<file path="src/rtl/regfile_mp_sb_if.sv">
// regfile_mp_sb_if: write, read, issue, clear and debug signals of the multi-port register file.
interface regfile_mp_sb_if #(
    parameter int DATA_W = 32,
    parameter int ADDR_W = 5,
    parameter int NUM_RD = 2
);
    logic                     we0;
    logic [ADDR_W-1:0]        waddr0;
    logic [DATA_W-1:0]        wdata0;
    logic                     we1;
    logic [ADDR_W-1:0]        waddr1;
    logic [DATA_W-1:0]        wdata1;
    logic [NUM_RD-1:0]        rd_en;
    logic [NUM_RD*ADDR_W-1:0] rd_addr;
    logic [NUM_RD*DATA_W-1:0] rd_data;
    logic [NUM_RD-1:0]        rd_busy;
    logic                     iss_valid;
    logic [ADDR_W-1:0]        iss_addr;
    logic                     clr_req;
    logic                     init_done;
    logic [ADDR_W-1:0]        debug_addr;
    logic [DATA_W-1:0]        debug_data;
    modport master (
        output we0, waddr0, wdata0, we1, waddr1, wdata1, rd_en, rd_addr,
               iss_valid, iss_addr, clr_req, debug_addr,
        input  rd_data, rd_busy, init_done, debug_data
    );
    modport slave (
        input  we0, waddr0, wdata0, we1, waddr1, wdata1, rd_en, rd_addr,
               iss_valid, iss_addr, clr_req, debug_addr,
        output rd_data, rd_busy, init_done, debug_data
    );
endinterface

</file>
<file path="src/rtl/regfile_mp_sb.sv">
// regfile_mp_sb: multi-read, dual-write register file with write bypass, busy scoreboard
// and a sequential clear engine so the storage array itself needs no reset.
module regfile_mp_sb #(
    parameter int DATA_W   = 32,
    parameter int ADDR_W   = 5,
    parameter int NUM_RD   = 2,
    parameter int ZERO_REG = 1
) (
    input logic             cpu_clk_75M,
    input logic             cpu_rst,
    regfile_mp_sb_if.slave  bus
);
    localparam int DEPTH = 1 << ADDR_W;
    localparam bit ZR    = (ZERO_REG != 0);

    typedef enum logic {CLEAR, READY} state_t;

    state_t             state, state_nxt;
    logic [ADDR_W-1:0]  cnt, cnt_nxt;
    logic [DEPTH-1:0]   busy, busy_nxt;
    logic [DATA_W-1:0]  mem [DEPTH];
    logic               init_done, we0_ok, we1_ok, iss_ok;
    logic [ADDR_W-1:0]  ra;
    logic               zr, h0, h1;

    always_ff @(posedge cpu_clk_75M or posedge cpu_rst) begin
        if (cpu_rst) begin
            state <= CLEAR;
            cnt   <= '0;
            busy  <= '0;
        end else begin
            state <= state_nxt;
            cnt   <= cnt_nxt;
            busy  <= busy_nxt;
        end
    end

    // The sweep counter parks at DEPTH-1 so it never wraps back to 0 before READY.
    always_comb begin
        state_nxt = state;
        cnt_nxt   = cnt;
        busy_nxt  = busy;
        if (state == CLEAR) begin
            state_nxt = &cnt ? READY : CLEAR;
            cnt_nxt   = &cnt ? cnt : cnt + 1'b1;
        end else if (bus.clr_req) begin
            state_nxt = CLEAR;
            cnt_nxt   = '0;
            busy_nxt  = '0;
        end else begin
            if (we0_ok) busy_nxt[bus.waddr0] = 1'b0;
            if (we1_ok) busy_nxt[bus.waddr1] = 1'b0;
            if (iss_ok) busy_nxt[bus.iss_addr] = 1'b1;
        end
    end

    always_comb begin
        init_done = (state == READY);
        we0_ok    = init_done && bus.we0 && !(ZR && bus.waddr0 == '0);
        we1_ok    = init_done && bus.we1 && !(ZR && bus.waddr1 == '0);
        iss_ok    = init_done && bus.iss_valid && !(ZR && bus.iss_addr == '0);
        bus.init_done  = init_done;
        bus.debug_data = mem[bus.debug_addr];
        bus.rd_data    = '0;
        bus.rd_busy    = '0;
        ra = '0;
        zr = 1'b0;
        h0 = 1'b0;
        h1 = 1'b0;
        for (int k = 0; k < NUM_RD; k++) begin
            ra = bus.rd_addr[k*ADDR_W +: ADDR_W];
            zr = ZR && ra == '0;
            h1 = bus.we1 && bus.waddr1 == ra;
            h0 = bus.we0 && bus.waddr0 == ra;
            bus.rd_data[k*DATA_W +: DATA_W] = (!init_done || !bus.rd_en[k] || zr) ? '0 :
                                              h1 ? bus.wdata1 : h0 ? bus.wdata0 : mem[ra];
            bus.rd_busy[k] = bus.rd_en[k] && init_done && busy[ra] && !h0 && !h1 && !zr;
        end
    end

    // Port 1 is written last so it wins on an address collision.
    always_ff @(posedge cpu_clk_75M) begin
        if (state == CLEAR) begin
            mem[cnt] <= '0;
        end else begin
            if (we0_ok) mem[bus.waddr0] <= bus.wdata0;
            if (we1_ok) mem[bus.waddr1] <= bus.wdata1;
        end
    end
endmodule
</file>
<file path="src/flat_wrapper.sv">
// flat-port wrapper written by rule: the top's interface ports become plain ports
module regfile_mp_sb_flat 
#(
    parameter int DATA_W   = 32,
    parameter int ADDR_W   = 5,
    parameter int NUM_RD   = 2,
    parameter int ZERO_REG = 1
)
  (cpu_clk_75M, cpu_rst, bus_we0, bus_waddr0, bus_wdata0, bus_we1, bus_waddr1, bus_wdata1, bus_rd_en, bus_rd_addr, bus_iss_valid, bus_iss_addr, bus_clr_req, bus_debug_addr, bus_rd_data, bus_rd_busy, bus_init_done, bus_debug_data);
  regfile_mp_sb_if #(.DATA_W(DATA_W), .ADDR_W(ADDR_W), .NUM_RD(NUM_RD)) bus_i ();
  input logic cpu_clk_75M;
  input logic cpu_rst;
  input wire logic [$bits(bus_i.we0)-1:0] bus_we0;
  input wire logic [$bits(bus_i.waddr0)-1:0] bus_waddr0;
  input wire logic [$bits(bus_i.wdata0)-1:0] bus_wdata0;
  input wire logic [$bits(bus_i.we1)-1:0] bus_we1;
  input wire logic [$bits(bus_i.waddr1)-1:0] bus_waddr1;
  input wire logic [$bits(bus_i.wdata1)-1:0] bus_wdata1;
  input wire logic [$bits(bus_i.rd_en)-1:0] bus_rd_en;
  input wire logic [$bits(bus_i.rd_addr)-1:0] bus_rd_addr;
  input wire logic [$bits(bus_i.iss_valid)-1:0] bus_iss_valid;
  input wire logic [$bits(bus_i.iss_addr)-1:0] bus_iss_addr;
  input wire logic [$bits(bus_i.clr_req)-1:0] bus_clr_req;
  input wire logic [$bits(bus_i.debug_addr)-1:0] bus_debug_addr;
  output wire logic [$bits(bus_i.rd_data)-1:0] bus_rd_data;
  output wire logic [$bits(bus_i.rd_busy)-1:0] bus_rd_busy;
  output wire logic [$bits(bus_i.init_done)-1:0] bus_init_done;
  output wire logic [$bits(bus_i.debug_data)-1:0] bus_debug_data;
  assign bus_i.we0 = bus_we0;
  assign bus_i.waddr0 = bus_waddr0;
  assign bus_i.wdata0 = bus_wdata0;
  assign bus_i.we1 = bus_we1;
  assign bus_i.waddr1 = bus_waddr1;
  assign bus_i.wdata1 = bus_wdata1;
  assign bus_i.rd_en = bus_rd_en;
  assign bus_i.rd_addr = bus_rd_addr;
  assign bus_i.iss_valid = bus_iss_valid;
  assign bus_i.iss_addr = bus_iss_addr;
  assign bus_i.clr_req = bus_clr_req;
  assign bus_i.debug_addr = bus_debug_addr;
  assign bus_rd_data = bus_i.rd_data;
  assign bus_rd_busy = bus_i.rd_busy;
  assign bus_init_done = bus_i.init_done;
  assign bus_debug_data = bus_i.debug_data;
  regfile_mp_sb #(.DATA_W(DATA_W), .ADDR_W(ADDR_W), .NUM_RD(NUM_RD), .ZERO_REG(ZERO_REG)) u_core (.cpu_clk_75M(cpu_clk_75M), .cpu_rst(cpu_rst), .bus(bus_i));
endmodule
</file>
<file path="config.mk">
export PLATFORM = sky130hd
export DESIGN_NAME = regfile_mp_sb_flat
export DESIGN_NICKNAME = d
export VERILOG_FILES = /design/src/rtl/regfile_mp_sb_if.sv /design/src/rtl/regfile_mp_sb.sv /design/src/flat_wrapper.sv
export SDC_FILE = /design/constraint.sdc
export NUM_CORES = 2
export LEC_CHECK = 0
export ABC_AREA = 0
export CELL_PAD_IN_SITES_DETAIL_PLACEMENT = 1
export CELL_PAD_IN_SITES_GLOBAL_PLACEMENT = 1
export CORE_AREA = 2 2 296 517
export DETAILED_ROUTE_END_ITERATION = 16
export DIE_AREA = 0 0 298 519
export PLACE_DENSITY = 0.78
export SYNTH_ARGS = -nofsm -noshare
export SYNTH_HDL_FRONTEND = slang
export SYNTH_SLANG_ARGS = --single-unit
</file>
<file path="constraint.sdc">
create_clock -name cpu_clk_75M -period 4.4 [get_ports cpu_clk_75M]
set_input_delay 0.88 -clock cpu_clk_75M [delete_from_list [all_inputs] [get_ports cpu_clk_75M]]
set_output_delay 0.88 -clock cpu_clk_75M [all_outputs]
set_load 0.005 [all_outputs]
</file>
==> flow_summary.yaml <==
final_layout:
  drive_gt1_frac: 0.299
  final_util: 0.545
  nNetsFinal: 5853
  layout.cells.non_filler: 7856
  design_area_sq_mm: 0.0822
  syn_to_final_growth_pct: 16.9
floorplanning:
  ios: 201
  core_sq_mm: 0.151
  die-height_um: 519
  start_util: 0.466
  fp.dieW_um: 298
  dieArea_sq_mm: 0.155
  rows: 189
setup_path:
  slowest_delay_ns: 0.56
  critPathArrivalTime_ns: 3.74
  cpMaxStageDelayCell: "clkdlybuf4s50_1"
  critical_path.top_delay_family: "buffers and inverters"
  critPathMaxFanout: 3
  critPathLaunchType: "input port"
  cp-end-kind: "primary output"
  crit_type: "in2out"
  cp_num_buf_inv: 4
  path_cells: "clkdlybuf4s50_1, xnor2_1, nand4_1, nor2_1, buf_4, nor3_2, buf_4, a221o_4, clkdlybuf4s50_1"
  cp.required_ns: 3.52
  rr_worst_depth: 8
  crit_cells: 9
routing:
  routed_wl_mm: 335
  routed_via_density: 7.90
  detail_route.wl_per_cell_um: 42.7
  drtPass1Iterations: 9
  via_count: 62100
  route.detailed.drc: 0
  drt_iter0_markers: 11100
  final_antenna_net_count: 0
clocking:
  htreeDepth: 3
  cts.clk_slew.worst_paths_ns: 0.07
  cts.sinks: 1062
  cts_buffers: 104
  clock_latency_ns: 0.78
  postCtsHoldBufs: 0
  cts_max_path_buffers: 3
  cts_tree: "yes"
  cts_root_buf: "clkbuf_16"
sta:
  tns_ns: -1.06
  hold_viol_final: 0
  min_period_over_period: 1.05
  skew_ns: 0.0357
  final-max-slew-violation-count: 0
  finalWorstSetupSlack_ns: -0.220
  holdWs_ns: 0.516
  rsz0062_at_grt: "true"
  worstMarginPinSlew_ns: 1.03
  slew_headroom: 0.316
  timing.fmax_mhz: 216
  setup_viol: 25
  layout_min_cycle_time_ns: 4.62
grt:
  overflow: 0
  grtUsageTotal: 0.427
  grt_pass1_wl_mm: 467
  grt_max_degree: 71
  antenna_found_initial: 22
  grt_pass1_vias: 63700
yosys:
  synth_nets: 5792
  synth_area_leaders: "edfxtp_1 (44%), mux4_2 (28%), o21ai_0 (7.7%)"
  yosysWarnings: 0
  yosys.cell_types.count: 58
  syn_inst: 5688
  ys.flop_type: "edfxtp_1"
  ys_ff_latch: 1062
  synth_area_per_cell_sq_um: 12.4
  synth-seq-area-share: 0.451
  synth.top_cell.area_share: 0.437
  yosysMostFrequentCell: "nand2_1"
  synth_top_cell_by_area: "edfxtp_1"
  synth_commonest_cells: "nand2_1 (1,117), o21ai_0 (1,078), edfxtp_1 (1,024), mux4_2 (882), clkbuf_1 (524)"
  syn_area_sq_mm: 0.0703
  synth_edf_count: 1024
  ys_async_sr_fraction: 0.0358
place:
  detailed_place_hpwl_mm: 206
  dpl.cell_count: 7638
  dpl_cell_area_sq_mm: 0.0784
  finalWeightedCongestion: 0.981
  dp_slack_ns: -0.235
  io_buffers: 200
hold_path:
  hold_path_depth: 1
  hp-class: "reg2reg"
pwr:
  fin_total_pwr_mw: 31.4
  ir_worst_vdd_mv: 0.363
  power_leakage_nw: 26.8
  power_density_mw_per_mm2: 382
run_status:
  violations: "negative setup slack"
  status: "finished with violations"
flow_run:
  maxCapViolCount: 0
[worst reg2reg max path, cell delays in order, from the launching register on]
cell	delay, ns
dfrtp_1	0.77
buf_4	0.41
nand2_1	0.28
o21ai_0	0.36
and2_1	0.26
nand2_1	0.39
o21ai_4	0.37
buf_12	0.30
buf_4	0.25
[sequential cells by signal (all words and copies together), names as in the netlist]
register              cells
u_core.bus.init_done      1
u_core.busy              32
u_core.cnt                5
u_core.mem             1024
[cells by family after synthesis]
group / after synthesis / synth area share
AOI/OAI and AO/OA: 1405 / 0.113
buffers and inverters: 802 / 0.0461
xor gates and xnor gates: 20 / 0.00249
muxes: 1058 / 0.309
adders and majority gates: 2 / 0.000356
DFF: 1062 / 0.451
and+or+nand+nor: 1339 / 0.0783
[where the power goes]
group          internal [mW]  switching, mW  leakage (nW)
combinational           3.42           5.06          15.4
sequential              12.6          0.930          9.76
clock                   5.02           4.42          1.64
total                   21.0           10.4          26.8
[timing repair]
item	in CTS	in global routing
gates resized for setup	51	55
gates cloned	0	1
buffers inserted	3	6
pin swaps	6	13
setup endpoints to repair	63	44
[routing by layer]
metal / wire length [um] / part of all wire / vias to the layer above / GRT usage
met1: 97300 / 0.29 / 30800 / 0.477
met3: 52600 / 0.16 / 2159 / 0.160
met2: 147000 / 0.44 / 6673 / 0.633
li1: - / - / 22400 / -
met4: 38100 / 0.11 / 14 / 0.391
met5: 138 / 0.00041 / - / 0.00313
[final timing paths]
| path | endpoint | start | slack, ns |
|---|---|---|---|
| max in group asynchronous | u_core.busy[2] | cpu_rst | 3.45 |
| worst max-delay path | bus_rd_data[34] | bus_waddr1[2] | -0.22 |
| worst min register to register | u_core.cnt[3] | u_core.cnt[3] | 0.52 |
| worst min-delay path | u_core.cnt[3] | u_core.cnt[3] | 0.52 |
| min in group asynchronous | u_core.busy[0] | cpu_rst | 0.55 |
| worst max register to register | u_core.mem[5][3] | u_core.bus.init_done | 0.73 |
[placed cells by master (no fill, tap or decap), types with 34 or more instances in the layout]
master	instances
o21ai_0	1056
a21oi_1	34
clkbuf_16	106
inv_1	44
mux2i_1	110
clkdlybuf4s50_1	134
a32oi_1	50
mux4_2	882
buf_12	176
dfrtp_1	38
mux2_2	65
nand2_1	1116
a22oi_1	73
buf_4	334
edfxtp_1	1024
nand3_1	59
[layout make-up]
type,count,area [sq um]
clock inverters,63,687
inverters,44,165
well taps,2005,2510
multi-input cells,3824,36300
fillers,15000,68600
clock buffers,129,2730
diodes,16,40.0
repair buffers,713,8140
flip-flops and latches,1062,31700
(Power assumes the default switching activity.)
